`config.mk`:
```
export PLATFORM = sky130hd
export DESIGN_NAME = bran_pred_ctrl
export DESIGN_NICKNAME = d
export VERILOG_FILES = /design/src/rtl/bran_pred_ctrl.sv
export SDC_FILE = /design/constraint.sdc
export NUM_CORES = 1
export LEC_CHECK = 0
export CORE_UTILIZATION = 55
export CTS_BUF_LIST = sky130_fd_sc_hd__clkbuf_16
export CTS_CLUSTER_DIAMETER = 150
export DETAILED_ROUTE_END_ITERATION = 12
export HOLD_SLACK_MARGIN = 0.06
export PLACE_DENSITY_LB_ADDON = 0.15
export SKIP_CTS_REPAIR_TIMING = 1
export SLEW_MARGIN = 40
export SYNTH_ARGS = -nofsm -noshare
export SYNTH_HDL_FRONTEND = slang
export SYNTH_SLANG_ARGS = --single-unit
```
`constraint.sdc`:
```
create_clock -name CLK -period 3.3 [get_ports CLK]
set_input_delay 0.66 -clock CLK [delete_from_list [all_inputs] [get_ports CLK]]
set_output_delay 0.66 -clock CLK [all_outputs]
set_load 0.02 [all_outputs]
```
`src/rtl/bran_pred_ctrl.sv`:
```
// Pipeline-side branch predictor controller: drives lookups, picks the next fetch PC,
// tracks in-flight predictions until EX resolves them, then trains the predictor and flushes on mispredict.
module bran_pred_ctrl #(
  parameter int unsigned DEPTH = 4,
  parameter int unsigned CNTW  = 16
) (
  input  logic            CLK,
  input  logic            nRST,
  input  logic            fetch_en,
  input  logic [31:0]     fetch_pc,
  input  logic            hit,
  input  logic            pc_bran_pred,
  input  logic [29:0]     branaddr_out,
  output logic [29:0]     addr2,
  output logic [31:0]     next_pc,
  input  logic            ex_valid,
  input  logic            ex_branch,
  input  logic            ex_taken,
  input  logic [31:0]     ex_target,
  output logic            branEN,
  output logic            take,
  output logic [31:0]     addr1,
  output logic [29:0]     branaddr_in,
  output logic            flush,
  output logic            full,
  output logic [CNTW-1:0] mispred_cnt
);

  localparam int unsigned PW = $clog2(DEPTH);
  localparam int unsigned CW = $clog2(DEPTH) + 1;

  typedef struct packed {
    logic [31:0] pc;
    logic        pred;
    logic [29:0] target;
  } entry_t;

  typedef enum logic {
    S_RUN   = 1'b0,
    S_FLUSH = 1'b1
  } state_t;

  entry_t         q_mem [DEPTH];
  logic [PW-1:0]  wr_ptr;
  logic [PW-1:0]  rd_ptr;
  logic [CW-1:0]  count;
  logic [CW-1:0]  count_d;
  state_t         state_q;
  state_t         state_d;
  logic [31:0]    redirect_pc;

  entry_t         head;
  logic           pred;
  logic           push;
  logic           pop;
  logic           mispred;
  logic [31:0]    correct_pc;

  assign addr2 = fetch_pc[31:2];
  assign pred  = hit & pc_bran_pred;
  assign head  = q_mem[rd_ptr];

  // Next fetch PC: pending redirect beats prediction beats sequential.
  always_comb begin
    next_pc = fetch_pc + 32'd4;
    if (flush) begin
      next_pc = redirect_pc;
    end else if (pred) begin
      next_pc = {branaddr_out, 2'b00};
    end
  end

  // Queue control, head evaluation and FSM next state.
  always_comb begin
    push       = 1'b0;
    pop        = 1'b0;
    mispred    = 1'b0;
    correct_pc = head.pc + 32'd4;
    count_d    = count;
    state_d    = state_q;

    if (ex_branch) begin
      mispred = (head.pred != ex_taken) ||
                (ex_taken && head.pred && (head.target != ex_target[31:2]));
    end else begin
      mispred = head.pred;
    end

    if (ex_branch && ex_taken) begin
      correct_pc = ex_target;
    end

    case (state_q)
      S_RUN: begin
        push = fetch_en && !full;
        pop  = ex_valid && (count != CW'(0));
        case ({push, pop})
          2'b10:   count_d = count + CW'(1);
          2'b01:   count_d = count - CW'(1);
          default: count_d = count;
        endcase
        if (pop && mispred) begin
          state_d = S_FLUSH;
        end
      end
      S_FLUSH: begin
        count_d = CW'(0);
        state_d = S_RUN;
      end
      default: begin
        state_d = S_RUN;
      end
    endcase
  end

  always_ff @(posedge CLK or negedge nRST) begin
    if (!nRST) begin
      state_q <= S_RUN;
      flush   <= 1'b0;
    end else begin
      state_q <= state_d;
      flush   <= (state_d == S_FLUSH);
    end
  end

  // Payload storage needs no reset; validity is tracked by count.
  always_ff @(posedge CLK) begin
    if (push) begin
      q_mem[wr_ptr] <= '{pc: fetch_pc, pred: pred, target: branaddr_out};
    end
  end

  always_ff @(posedge CLK or negedge nRST) begin
    if (!nRST) begin
      wr_ptr <= '0;
      rd_ptr <= '0;
      count  <= '0;
      full   <= 1'b0;
    end else begin
      count <= count_d;
      full  <= (count_d == CW'(DEPTH));
      if (state_q == S_FLUSH) begin
        wr_ptr <= '0;
        rd_ptr <= '0;
      end else begin
        if (push) wr_ptr <= wr_ptr + PW'(1);
        if (pop)  rd_ptr <= rd_ptr + PW'(1);
      end
    end
  end

  // Predictor training follows every resolved branch by one cycle.
  always_ff @(posedge CLK or negedge nRST) begin
    if (!nRST) begin
      branEN      <= 1'b0;
      take        <= 1'b0;
      addr1       <= '0;
      branaddr_in <= '0;
    end else begin
      branEN <= pop && ex_branch;
      if (pop && ex_branch) begin
        take        <= ex_taken;
        addr1       <= head.pc;
        branaddr_in <= ex_target[31:2];
      end
    end
  end

  always_ff @(posedge CLK or negedge nRST) begin
    if (!nRST) begin
      redirect_pc <= '0;
      mispred_cnt <= '0;
    end else if (pop && mispred) begin
      redirect_pc <= correct_pc;
      if (mispred_cnt != {CNTW{1'b1}}) begin
        mispred_cnt <= mispred_cnt + CNTW'(1);
      end
    end
  end

endmodule

```
### Yosys cells after proc, flatten, opt, wreduce, memory -nomap -nowiden

Memory sizes are Yosys's and may differ from the RTL's.
Cells that the tools add are included.

* register bits after elaboration: 121
* output and inout port bits: 144
* memory bits (writable): 252
* input bits: 102
* memories kept: 1

Memory list
* q_mem: depth 4, width 63, rd ports 1, clocked after memory_dff 0, wr ports 1, RTL line 43 `entry_t q_mem [DEPTH];`

* multiplexer cells: 16
* reduce and logical (&&, ||, !) cells: 14
* equal/unequal tests: 6
* add/sub/neg operators: 7
* bitwise gates (word level): 2

Operators with widths (count)
* $mux W32: 3
* $add A32 B3 Y32 const B: 2
* $ne A30 B30 Y1: 1
* $add A16 B1 Y16 const B: 1
* $ne A16 B16 Y1 const B: 1
* $pmux W3 S2: 2
* $logic_and A1 B1 Y1: 8
* $mux W2: 4
* $mux W1: 6
* $add A2 B1 Y2 const B: 2
* $reduce_bool A2 Y1: 2
* $add A3 B1 Y3 const B: 1
* $eq A3 B3 Y1 const B: 1
* $reduce_bool A3 Y1: 1
* $sub A3 B1 Y3 const B: 1
* $eq A2 B1 Y1 const B: 1
* $eq A2 B2 Y1 const B: 1
* $pmux W1 S2: 1
* $reduce_and A2 Y1: 1
* $and A1 B1 Y1: 1
* $logic_not A1 Y1: 1
* $logic_or A1 B1 Y1: 1
* $ne A1 B1 Y1: 1
* $not A1 Y1: 1

### Depth between registers and ports, before layout

Gate-level depths: netlist (run 1).
An unclocked memory read counts as a cell.

* depth in word-level cells: 8
* gate-level depth with buffers: 11

### Worst setup path after synthesis (run 1)

Ideal clock, no wire load.

* kind: reg2reg
* from: register state_q
* to: memory q_mem[0][0] in the netlist's numbering (enable)
* cell stages (with the launch flop): 5
* data arrival time: 2573 ps
* required time: 2872 ps
* path buffers: 2
* path slack: 299 ps
* setup time: 428 ps
* cells stage by stage: dfrtp_1 > clkbuf_1 > clkbuf_1 > nor2_1 > and2_1

* longest elaborated chain between the ends: 3

Ends and longest elaborated chain
* start: declaration: RTL line 48 `state_t state_q;`
* start signal: assignment: RTL line 121 `state_q <= state_d;`
* $mux W1: RTL line 93 `case (state_q)`
* $mux W1: RTL line 128 `if (push) begin`
* $mux W1 (implied by the code): RTL line 129 `q_mem[wr_ptr] <= '{pc: fetch_pc, pred: pred, target: branaddr_out};`
* end: declaration: RTL line 43

Every way passes these cells.

### Worst setup path in the final report (run 1)

* from: input port pc_bran_pred
* to: output port next_pc[2]

* longest elaborated chain between the ends: 3

Ends and longest elaborated chain
* start: declaration: RTL line 12 `input logic pc_bran_pred,`
* $and A1 B1 Y1: RTL line 60 `assign pred = hit & pc_bran_pred;`
* $mux W32: RTL line 68 `end else if (pred) begin`
* $mux W32: RTL line 66 `if (flush) begin`
* end: declaration: RTL line 15 `output logic [31:0] next_pc,`

Every way passes these cells.

==> results of run 1 <==
## through the flow
step	power, mW	area (um2)	TNS (ns)	setup slack (ns)
3_3_place_gp	14.1	20100	-14.75	-0.746
4_1_cts	18.8	21300	-15.58	-0.796
6_report	18.6	21500	0	0.0493
5_1_grt	19.4	21500	-0.0297	-0.0297
3_5_place_dp	14.3	20100	-14.89	-0.777
2_1_floorplan	11.3	16700	0	0.299
## power by group through the flow
stage	Clock, mW	Sequential [mW]	Combinational (mW)
2_1_floorplan	0	7.37	3.93
3_3_place_gp	0	6.92	7.21
3_5_place_dp	0	6.99	7.32
4_1_cts	4.46	6.92	7.37
5_1_grt	4.65	7.05	7.72
6_report	4.42	6.93	7.25
## registers in the layout, summed over array words and instances (netlist names)
| name | count |
|---|---|
| count | 3 |
| branEN | 1 |
| mispred_cnt | 16 |
| rd_ptr | 2 |
| full | 1 |
| q_mem | 252 |
| take | 1 |
| wr_ptr | 2 |
| branaddr_in | 30 |
| addr1 | 32 |
| redirect_pc | 32 |
| state_q | 1 |
## final cells by class
type                       count  area, um2
fill                        1943       8170
multi-input combinational    636       5680
clock buffer                  41       1030
tap                          390        488
sequential                   373      10600
clock inverter                30        263
antenna                        1       2.50
inverter                      12       45.0
timing repair buffer         348       3440
## cell families after synthesis
logic type | Yosys count | share of synthesized area, %
multiplexers | 169 | 15.7
AND/OR/NAND/NOR | 250 | 7.78
AO/OA/AOI/OAI | 108 | 3.70
adder cells (fa/ha/maj) | 10 | 0.795
flip-flops | 373 | 63.5
XOR/XNOR | 99 | 5.20
buffers and inverters | 94 | 3.37
## cells in the final DEF (no fill, tap or decap), drive strengths merged, types with 2 or more instances in the layout
master         synthesis  layout
edfxtp               252     252
clkdlybuf4s50          0     207
dfrtp                121     121
buf                   53     114
nand2                100     100
mux2                  96      96
xnor2                 77      77
o21ai                 64      64
mux4                  63      63
clkbuf                29      51
nor2                  36      36
nand3                 27      27
xor2                  22      22
a21oi                 20      20
inv                   12      19
nand4                 18      18
and3                  18      18
dlymetal6s2s           0      17
clkinv                 0      17
and2                  14      14
nor4                  12      12
o211ai                11      11
mux2i                 10      10
ha                     9       9
and4                   7       7
nor3                   7       7
bufinv                 0       5
o2111ai                4       4
or4                    4       4
a22oi                  3       3
o22ai                  2       2
o2bb2ai                2       2
or3                    2       2
nand2b                 2       2
## synth_stat cells, types with 2 or more instances
| cell type | instances |
|---|---|
| mux4_2 | 60 |
| dfrtp_1 | 121 |
| inv_1 | 12 |
| buf_6 | 9 |
| mux4_1 | 3 |
| ha_1 | 9 |
| mux2i_1 | 10 |
| nand3_1 | 27 |
| xor2_1 | 22 |
| nor3_1 | 6 |
| o2bb2ai_1 | 2 |
| o21ai_0 | 63 |
| clkbuf_1 | 29 |
| xnor2_1 | 77 |
| nand4_1 | 17 |
| or3_1 | 2 |
| a22oi_1 | 3 |
| edfxtp_1 | 252 |
| and2_1 | 14 |
| or4_1 | 4 |
| nand2_1 | 99 |
| o211ai_1 | 11 |
| nor4_4 | 3 |
| mux2_2 | 67 |
| and3_1 | 18 |
| and4_1 | 7 |
| nor4_1 | 9 |
| o22ai_1 | 2 |
| a21oi_1 | 19 |
| mux2_1 | 29 |
| buf_4 | 32 |
| nor2_1 | 35 |
| buf_2 | 8 |
| buf_1 | 3 |
| o2111ai_1 | 4 |
## worst paths after layout
kind | start | endpoint | slack (ns)
min in group CLK | redirect_pc[19] | redirect_pc[19] | 0.49
max in group asynchronous | nRST | mispred_cnt[14] | 2.43
min | nRST | addr1[6] | 0.11
min reg2reg | redirect_pc[19] | redirect_pc[19] | 0.49
max | pc_bran_pred | next_pc[2] | 0.05
max reg2reg | rd_ptr[0] | redirect_pc[24] | 0.12
## routing by layer
| metal | wire (um) | vias up | share of wire (%) |
|---|---|---|---|
| met1 | 18200 | 5468 | 41 |
| met3 | 3350 | 77 | 7.6 |
| met2 | 21200 | 481 | 48 |
| met4 | 1240 | 0 | 2.8 |
| met5 | 0 | - | 0 |
| li1 | - | 4742 | - |
==> summary.txt, run 1 <==
RD Place Congestion - 0.884
stages on the worst setup path - 7
PortBufs - 245
combinational share of power - 39.0%
via count - 10800
Cell Area, Synth - 16700 um2
Clock Power Share - 23.8%
die height - 176 um
Crit Path Class - input pin to primary output
root buffer cell - clkbuf_16
Layout area overhead - 29.1%
drt first-iter violations - 1187
fin crit period - 3.25 ns
Ports - 246
Arr. time, crit path - 2.59 ns
Power Density - 863 nW/um2
hold crit path type - input pin to async pin
clk slew on worst S/H paths - 0.06 ns
antenna violations before repair - 1
crit path cell chain - clkdlybuf4s50_1, nand2_1, buf_12, nor2_1, a21oi_1, mux2_2, clkdlybuf4s50_1
synth unique cells - 50
Worst R2R Path Depth - 9
wire per inst - 24.0 um
final core utilization - 72.5%
non-filler cells, final - 1831
first-pass iteration count of the detailed router - 5
Final Net Count - 1522
clk_skew - 0.0137 ns
drt via density - 5.88
Placed Cells - 1754
met2 usage in global routing - 47.0%
Post-synth EDFFs - 252
f_max - 308 MHz
total track usage - 29.0%
Initial Util - 56.1%
switching share of power - 33.4%
cell row count - 63
Async S/R FF share, synth - 32.4%
Syn Area/Cell - 15.1 um2
sequential area share after synthesis - 63.5%
Buf/Inv on CP - 3
Antenna Nets Post-Route - 0
crit-path most repeated cell - clkdlybuf4s50_1
synth top area cells - edfxtp_1 45%, dfrtp_1 18%, mux4_2 8.1%, mux2_2 4.5%, xnor2_1 4.0%
DP HPWL - 29.1 mm
DIE AREA - 31000 um2
WP data required - 2.64 ns
Int Pwr - 12.4 mW
share of the synthesized area in the top cell type - 45.4%
clk sinks - 373
CP endpoint kind - primary output
vias in the first global route - 11100
Worst-Margin Slew - 0.694 ns
Final Hold Fails - 0
first-pass GRT wire length - 66.4 mm
biggest cell delay along the critical path - 0.60 ns
Overflow after GRT - 0
Sequential Power Share - 37.2%
share of cells above drive strength 1 - 24.0%
drt drc - 0
grt met1 use - 39.8%
syn nets - 1215
CTS buffer count - 39
Switch Pwr - 6.22 mW
met3 usage - 5.12%
ys flop type - edfxtp_1
CTS H-Tree Depth - 2
Final Routed Wirelength - 44.0 mm
status - finished clean
pin count of the biggest net entering global routing - 64
most used routing layer - met2
Clk Latency, worst-skew pair - 0.53 ns
synthesis-stage register bit count - 373
Pleak - 8.06 nW
clk buf depth - 3
slowest stage cell, crit path - clkdlybuf4s50_1
largest area contributor in the netlist - edfxtp_1
final setup violation count - 0
VDD IR-drop max - 0.502 mV
Tcrit/Tclk final - 98.5%
Synth Warn # - 0
top cell family by delay on the critical path - buffers and inverters
core area - 29700 um2
Die W - 176 um
Slew Limit Fails - 0
post-synthesis instance total - 1103
Startpoint Class - input pin
Slew HR - 53.3%
CTS tree - yes
worst hold slack - 0.115 ns
max-cap violation count - 0
CP Max Fanout - 21
No activity file was read; power rests on OpenSTA's default activity.
==> run 2: changes to the inputs <==
Settings changed: CORE_MARGIN set to 2, SETUP_SLACK_MARGIN set to 0.3.
==> summary.txt, run 2 (synthesis results as in run 1) <==
Overflow after GRT - 0 (unchanged)
clk buf depth - 3 (unchanged)
CP Max Fanout - 7 (-67%)
Slew Limit Fails - 0 (unchanged)
clk_skew - 0.00676 ns (-0.00699 ns)
commonest cells after routing, fill and taps aside - 252 x edfxtp_1, 184 x clkdlybuf4s50_1, 122 x buf_4, 118 x dfrtp_1, 99 x nand2_1
design area - 22400 um2 (+4.1%)
Ports - 246 (unchanged)
dpl cell area - 20100 um2 (about the same)
Slew HR - 54.9% (+1.6 points)
DP HPWL - 28.6 mm (-1.6%)
drt first-iter violations - 1201 (+1.2%)
Final Net Count - 1573 (+3.4%)
combinational share of power - 42.2% (+3.2 points)
first-pass GRT wire length - 64.2 mm (-3.4%)
Int Pwr - 12.8 mW (+3.6%)
Layout area overhead - 34.5%
RD Place Congestion - 0.825 (-6.7%)
Worst Setup SP - rd_ptr[0]
status - finished clean
RSZ-0062 raised after global routing - true
non-filler cells, final - 1882 (+2.8%)
vias in the first global route - 10700 (-4.3%)
total track usage - 27.3% (-1.7 points)
fin crit period - 3.21 ns (-0.0427 ns)
PortBufs - 245 (unchanged)
Clk Latency, worst-skew pair - 0.52 ns (about the same)
Initial Util - 56.1% (unchanged)
Final Hold Fails - 0 (unchanged)
clk sinks - 373 (unchanged)
Most flops, register - q_mem
commonest non-fill, non-tap cell in the layout - edfxtp_1
Placed Cells - 1759 (+0.29%)
Antenna Nets Post-Route - 0 (unchanged)
f_max - 312 MHz (+1.3%)
final core utilization - 75.5% (+3.0 points)
core area - 29700 um2 (unchanged)
drt drc - 0 (unchanged)
uppermost routed layer - met4
Tcrit/Tclk final - 97.2% (-1.3 points)
CTS tree - yes
die height - 178 um (+1.1%)
VDD IR-drop max - 0.575 mV (+15%)
Fillers - 1833 (-5.7%)
r2r startpoint - rd_ptr[0]
Clock Power Share - 21.9% (-1.9 points)
CTS buffer count - 39 (unchanged)
pin count of the biggest net entering global routing - 66 (+3.1%)
root buffer cell - clkbuf_16
Switch Pwr - 6.46 mW (+3.9%)
Largest register FFs - 252 (unchanged)
CTS H-Tree Depth - 2 (unchanged)
Startpoint Class - flop
antenna violations before repair - 1 (unchanged)
Final Routed Wirelength - 45.6 mm (+3.6%)
CP endpoint kind - flop
via count - 11200 (+4.2%)
WL met3 - 4.03 mm (+20%)
Crit Path Class - flop to flop
share of cells above drive strength 1 - 30.0% (+6.0 points)
Pleak - 8.74 nW (+8.4%)
final setup violation count - 0 (unchanged)
Worst-Margin Slew - 0.676 ns (-0.0183 ns)
first-pass iteration count of the detailed router - 5 (unchanged)
max-cap violation count - 0 (unchanged)
cell row count - 63 (unchanged)
PnR Total Power - 19.3 mW (+3.7%)
drt via density - 5.96 (+1.4%)
wire length on met2 - 21.8 mm (+2.9%)
wire per inst - 24.2 um (+0.78%)
Sequential Power Share - 35.9% (-1.3 points)
hold crit path type - input pin to async pin
switching share of power - 33.5% (+0.049 points)
Power Density - 860 nW/um2 (-0.40%)
DIE AREA - 31700 um2 (+2.3%)
WL met1 - 18.6 mm (+2.3%)
Arr. time, crit path - 3.61 ns (+1.02 ns)
WP data required - 3.70 ns (+1.06 ns)
largest registers - q_mem x252, addr1 x32, redirect_pc x32
clk slew on worst S/H paths - 0.06 ns (about the same)
Die W - 178 um (+1.1%)
## run 2: changes by cell type in the layout (fill, tap and decap cells not counted), sizes merged
cell           before  now
buf               114  164
clkdlybuf4s50     207  184
dlymetal6s2s       17   31
clkbuf             51   62
clkinv             17   11
inv                19   25
bufinv              5    2
clkinvlp            1    3
## run 2: worst paths after layout
kind | to | slack [ns] | depth (start not counted)
min in group CLK | q_mem[3][34] | 0.43 | 2
worst min-delay path | branaddr_in[8] | 0.16 | 1
worst min register to register | redirect_pc[26] | 0.49 | 1
max in group asynchronous | addr1[30] | 2.34 | 2
worst max register to register | redirect_pc[13] | 0.09 | 10
worst max-delay path | redirect_pc[13] | 0.09 | 10
## run 2: stage by stage
step / worst slack (ns) / hold slack (ns) / setup TNS [ns]
after floorplan: 0.300 / 0.364 / 0
final: 0.0920 / 0.160 / 0
after global routing: 0.0385 / 0.201 / 0
after detailed placement: -0.819 / 0.474 / -15.35
after CTS: -0.825 / 0.174 / -15.79
after global placement: -0.761 / 0.468 / -14.38
## run 2: per-layer routing
layer  GRT usage [%]  up-vias
met2            43.1      597
li1                -     4844
met1            40.3     5706
met5               0        -
met3            4.43       74
met4            6.73        0
## run 2: worst max-delay path: stages, from the launching register on
cell       delay, ns
dfrtp_4         0.52
buf_12          0.16
buf_8           0.10
mux4_2          0.51
xnor2_2         0.19
nand4_1         0.27
nor4_4          0.38
a21oi_4         0.13
nor2_8          0.25
clkbuf_16       0.22
mux2_1          0.33
## run 2: final cells by class
type	instances	area (um2)	area share [%]
sequential	373	10600	47.3
multi-input combinational	636	5990	26.7
clock inverter	29	183	0.814
inverter	12	45.0	0.201
tap	390	488	2.18
clock buffer	42	1050	4.69
timing repair buffer	399	4070	18.1
antenna	1	2.50	0.0112
## run 2: power by group through the flow
stage | sequential, mW | clock, mW | combinational (mW)
finish | 6.93 | 4.22 | 8.14
global route | 7.05 | 4.46 | 8.62
CTS | 6.90 | 4.26 | 7.40
detailed placement | 6.98 | 0 | 7.37
global placement | 6.92 | 0 | 7.28
floorplan | 7.35 | 0 | 3.94
